<file path="src/rtl/fifo_param_pkg.sv">
// Shared defaults for the parametrised FIFO, plus the width helper used to size
// the pointers and the occupancy counter.
package fifo_param_pkg;

   localparam int DEFAULT_DATA_WIDTH = 16;
   localparam int DEFAULT_DEPTH      = 4;
   localparam int DEFAULT_AE_LEVEL   = 1;

   // Smallest number of bits b with 2**b >= value; clog2(1) is 0.
   function automatic int clog2(input int value);
      int result;
      result = 0;
      while ((1 << result) < value) begin
         result = result + 1;
      end
      return result;
   endfunction

endpackage

</file>
<file path="src/rtl/fifo_param_mem.sv">
// Storage for the FIFO: a DEPTH x DATA_WIDTH register array with one synchronous
// write port and one asynchronous read port. The array is deliberately not reset,
// so the head word is meaningless until something has been written.
module fifo_mem
   import fifo_param_pkg::*;
#(
   parameter int DATA_WIDTH = DEFAULT_DATA_WIDTH,
   parameter int DEPTH      = DEFAULT_DEPTH,
   parameter int ADDR_W     = clog2(DEPTH)
) (
   input  logic                  clk,
   input  logic                  we,
   input  logic [ADDR_W-1:0]     waddr,
   input  logic [DATA_WIDTH-1:0] wdata,
   input  logic [ADDR_W-1:0]     raddr,
   output logic [DATA_WIDTH-1:0] rdata
);

   logic [DATA_WIDTH-1:0] mem [DEPTH];

   // Write port: the addressed entry captures wdata on the rising edge when we is high.
   always_ff @(posedge clk) begin
      if (we) begin
         mem[waddr] <= wdata;
      end
   end

   // The read port is combinational, which is what makes the FIFO first-word-fall-through.
   assign rdata = mem[raddr];

endmodule

</file>
<file path="src/rtl/fifo_param.sv">
// Parametrised synchronous FIFO with first-word-fall-through output.
// The occupancy counter is the real state; full/empty and the almost flags are
// all decoded from it, so they change only on clock edges. Rejected pushes and
// pops are remembered in sticky error flags until err_clr.
module fifo_param
   import fifo_param_pkg::*;
#(
   parameter int DATA_WIDTH = DEFAULT_DATA_WIDTH,
   parameter int DEPTH      = DEFAULT_DEPTH,
   parameter int AF_LEVEL   = DEPTH - 1,
   parameter int AE_LEVEL   = DEFAULT_AE_LEVEL
) (
   input  logic                       clk,
   input  logic                       rst_n,
   input  logic [DATA_WIDTH-1:0]      data_in,
   input  logic                       data_in_valid,
   input  logic                       pop_fifo,
   input  logic                       err_clr,
   output logic [DATA_WIDTH-1:0]      data_out,
   output logic                       fifo_empty,
   output logic                       fifo_full,
   output logic                       almost_empty,
   output logic                       almost_full,
   output logic [clog2(DEPTH+1)-1:0]  count,
   output logic                       overflow,
   output logic                       underflow
);

   localparam int PTR_W = clog2(DEPTH);
   localparam int CNT_W = clog2(DEPTH + 1);

   // Thresholds pre-cast to the counter width so the flag compares are width-exact.
   localparam logic [CNT_W-1:0] DEPTH_CNT = CNT_W'(DEPTH);
   localparam logic [CNT_W-1:0] AF_CNT    = CNT_W'(AF_LEVEL);
   localparam logic [CNT_W-1:0] AE_CNT    = CNT_W'(AE_LEVEL);

   logic [PTR_W-1:0] wr_ptr;
   logic [PTR_W-1:0] rd_ptr;
   logic [CNT_W-1:0] count_q;
   logic [CNT_W-1:0] count_next;

   logic is_empty;
   logic is_full;
   logic push_ok;
   logic pop_ok;
   logic overflow_evt;
   logic underflow_evt;

   // Full and empty come straight from the registered occupancy.
   assign is_empty = (count_q == '0);
   assign is_full  = (count_q == DEPTH_CNT);

   // A push into a full FIFO is still fine when a pop frees the head slot in the
   // same cycle; a pop is only honoured when there is something to pop.
   assign push_ok = data_in_valid & (~is_full | pop_fifo);
   assign pop_ok  = pop_fifo & ~is_empty;

   // Error events are exactly the requests that the qualification above turned away.
   assign overflow_evt  = data_in_valid & is_full & ~pop_fifo;
   assign underflow_evt = pop_fifo & is_empty;

   // Next occupancy: up on a lone accepted push, down on a lone accepted pop,
   // otherwise unchanged (including the simultaneous push-and-pop case).
   always_comb begin
      count_next = count_q;
      if (push_ok && !pop_ok) begin
         count_next = count_q + CNT_W'(1);
      end else if (pop_ok && !push_ok) begin
         count_next = count_q - CNT_W'(1);
      end
   end

   // Pointer and occupancy registers; pointers roll over naturally because DEPTH
   // is a power of two. Reset throws away the contents by zeroing all three.
   always_ff @(posedge clk or negedge rst_n) begin
      if (!rst_n) begin
         wr_ptr  <= '0;
         rd_ptr  <= '0;
         count_q <= '0;
      end else begin
         if (push_ok) begin
            wr_ptr <= wr_ptr + PTR_W'(1);
         end
         if (pop_ok) begin
            rd_ptr <= rd_ptr + PTR_W'(1);
         end
         count_q <= count_next;
      end
   end

   // Sticky error flags: set by an event, cleared by err_clr, and an event in the
   // same cycle as err_clr keeps the flag set.
   always_ff @(posedge clk or negedge rst_n) begin
      if (!rst_n) begin
         overflow  <= 1'b0;
         underflow <= 1'b0;
      end else begin
         overflow  <= overflow_evt  | (overflow  & ~err_clr);
         underflow <= underflow_evt | (underflow & ~err_clr);
      end
   end

   // Storage: written at wr_ptr on accepted pushes, head always visible at rd_ptr.
   fifo_mem #(
      .DATA_WIDTH (DATA_WIDTH),
      .DEPTH      (DEPTH),
      .ADDR_W     (PTR_W)
   ) u_mem (
      .clk   (clk),
      .we    (push_ok),
      .waddr (wr_ptr),
      .wdata (data_in),
      .raddr (rd_ptr),
      .rdata (data_out)
   );

   // Status outputs decoded from the registered count.
   assign count        = count_q;
   assign fifo_empty   = is_empty;
   assign fifo_full    = is_full;
   assign almost_empty = (count_q <= AE_CNT);
   assign almost_full  = (count_q >= AF_CNT);

endmodule
</file>
<file path="config.mk">
export PLATFORM = sky130hd
export DESIGN_NAME = fifo_param
export DESIGN_NICKNAME = d
export VERILOG_FILES = /design/src/rtl/fifo_param_pkg.sv /design/src/rtl/fifo_param_mem.sv /design/src/rtl/fifo_param.sv
export SDC_FILE = /design/constraint.sdc
export NUM_CORES = 1
export LEC_CHECK = 0
export ABC_AREA = 1
export CAP_MARGIN = 20
export CORE_UTILIZATION = 58
export CTS_CLUSTER_SIZE = 24
export DETAILED_ROUTE_END_ITERATION = 10
export PLACE_DENSITY = 0.84
export SLEW_MARGIN = 10
export SYNTH_ARGS = -nofsm -noshare
export SYNTH_HDL_FRONTEND = slang
export SYNTH_SLANG_ARGS = --single-unit
</file>
<file path="constraint.sdc">
create_clock -name clk -period 4.52 [get_ports clk]
set_input_delay 0.904 -clock clk [delete_from_list [all_inputs] [get_ports clk]]
set_output_delay 0.904 -clock clk [all_outputs]
set_load 0.05 [all_outputs]
</file>
==> out/qor.csv <==
metric,value,unit
status,"complete, no violations",
cp.depth,5,
grt.total_usage,0.210,
dieArea,0.00582,sq mm
worst-path-buf-inv,1,
cp-start-kind,flip-flop,
slowest_delay,960,ps
overflow,0,
whs,539,ps
dp_hpwl,3620,microns
firstDrtPassIters,4,
synth_compound_area_frac,0.0594,
dr.first_iter.drc_count,158,
yosysTopAreaCellShare,0.600,
hold_buffers,0,
cts_root_buf,clkbuf_8,
cp_top_family,flip-flops,
maxSlewHeadroom,0.398,
rsz0062_at_grt,no,
drc,0,
cp-end-kind,output pin,
tightest_slew,903,ps
required,3620,ps
grt_pass1_vias,1955,
n_antenna_cell,0,
ys_types,22,
clkSinkCount,73,
hold_class,reg2reg,
num-fill-cells,354,
p_comb_frac,0.485,
swShare,0.451,
drive_above_1_share,0.0880,
clkTransAtPathRegs,70,ps
totalWireLength,5690,microns
fin_crit_sh,0.771,
grt_pass1_wl,9010,microns
clockBufferDepth,2,
vdd_drop_max,0.666,mV
ys_ff_latch,73,
finalMaxSlewViolations,0,
fp.dieW,76.3,microns
synth_nets,317,
via_per_inst,5.02,
final_antenna_net_count,0,
post_cts_buffers,0,
holdPathStages,2,
fin_ws,1040,ps
worstSetupPathType,reg2out,
synth_area_leader_cell,edfxtp_1,
grt_start_max_net_pins,52,
h-tree-depth,3,
multi_input_area,792,sq um
ff_latch_area,0.00215,sq mm
syn_to_final_growth,19.9,%
die_h,76.3,microns
pre_cts_ws,1450,ps
finClkSkew,6.47,ps
cellPowerDensity,754,mW/mm^2
ys_seq_area_frac,0.670,
synthSimpleGateAreaFrac,0.143,
rr_worst_depth,6,
p_seq_frac,0.350,
period_needed,3480,ps
avgSynthCellArea,11.2,sq um
synthAdderAreaFrac,0.0391,
cts_tree,done,
max_freq,0.287,GHz
core-area,0.00520,sq mm
post_drt_wl_per_cell,13.8,microns
numCtsBuffers,9,
crit_top_cell,nand2_1,
nets,367,
hold_viol,0,
synthMuxAreaShare,0,
switching_power,1310,uW
synth_top_family_by_area,simple AND/OR/NAND/NOR gates,
clock_latency,340,ps
pin_count,46,
arrival,2580,ps
power.leakage,0.00158,uW
antenna_found_initial,0,
synth.top_cells.by_area,"edfxtp_1 (60%), nand2_1 (8.2%), dfrtp_1 (7.0%), o21ai_1 (4.8%), inv_1 (4.0%)",
synth_area,0.00320,sq mm
setup_viol,0,
tns,0,ps
initial_core_util,0.615,
row_count,26,
crit_path_top_delay_cell,dfrtp_2,
ctsResizeCount,0,
ys_warn_count,0,
gp_congestion,0.732,
crit_fanout,51,
internal_power,1590,uW
power.total,2900,uW
drv_cap,0,
vias,2062,
crit_chain,nand2_1 -> o21ai_1 -> nand2_1 -> nand2_1 -> clkdlybuf4s50_1,
synth_xor_area_frac,0.00547,
netlist_instances,286,
place.port_buffers,45,
clockPowerShare,0.165,
## final timing paths
path,end,from,slack [ps]
setup / recovery,data_out[13],rd_ptr[0],1040
hold / removal,count[1],count[1],540
setup reg to reg,u_mem.mem[3][9],count[0],2210
max in group asynchronous,rd_ptr[0],rst_n,3320
hold reg to reg,count[1],count[1],540
min in group asynchronous,count[0],rst_n,870
## sequential cells by signal, summed over array words and instances (netlist names)
register,flops
u_mem.mem,64
count,3
rd_ptr,2
wr_ptr,2
overflow,1
underflow,1
## layer usage
metal  vias to the layer above  wire [microns]  GRT usage
met5                         -               0          0
met4                         0             119      0.108
met3                         9             294     0.0431
met2                        59            2920      0.359
met1                       962            2350      0.250
li1                       1032               -          -
## kinds of logic after synthesis
kind of cell | after synthesis
DFF | 73
buffers and inverters | 48
adders and majority gates | 10
and+or+nand+nor | 116
xor gates and xnor gates | 2
AOI/OAI and AO/OA | 37
## Yosys cell counts, drive strengths merged
library cell / number
a21oi: 1
buf: 10
dfrtp: 9
edfxtp: 64
ha: 10
inv: 38
nand2: 73
nand3: 5
nor2: 38
o21ai: 35
o22ai: 1
xnor2: 2
## power by group through the flow
| stage | sequential (uW) | clock [uW] | combinational (uW) |
|---|---|---|---|
| 6_report | 1020 | 478 | 1400 |
| 5_1_grt | 1040 | 513 | 1510 |
| 4_1_cts | 1020 | 483 | 1420 |
| 3_5_place_dp | 1030 | 0 | 1410 |
| 3_3_place_gp | 1020 | 0 | 1380 |
| 2_1_floorplan | 1020 | 0 | 1060 |
## placed cells by master (no fill, tap or decap), drive strengths merged, types with 5 or more instances in the layout
| cell | synthesis | final |
|---|---|---|
| inv | 38 | 38 |
| clkbuf | 0 | 9 |
| nor2 | 38 | 38 |
| o21ai | 35 | 35 |
| ha | 10 | 10 |
| dfrtp | 9 | 9 |
| nand3 | 5 | 5 |
| nand2 | 73 | 73 |
| clkdlybuf4s50 | 0 | 45 |
| edfxtp | 64 | 64 |
## stage by stage
step | utilization | instances | instance area, sq um
after floorplan | - | 286 | 3200
after global placement | 0.702 | 395 | 3660
after global routing | 0.738 | 411 | 3840
after detailed placement | 0.702 | 395 | 3660
after CTS | 0.738 | 411 | 3840
final | 0.738 | 411 | 3840
## tightest hold or removal path, stage by stage, from the launching register on
cell     delay (ps)
dfrtp_1         390
nand2_1          60
nand2_1          60
## area by class of cell
class | count | area share
clock buffer | 9 | 0.0322
clock inverter | 7 | 0.0160
inverter | 38 | 0.0384
sequential | 73 | 0.559
timing repair buffer | 49 | 0.125
multi-input combinational | 165 | 0.206
tap | 70 | 0.0228
(Power assumes the default switching activity.)
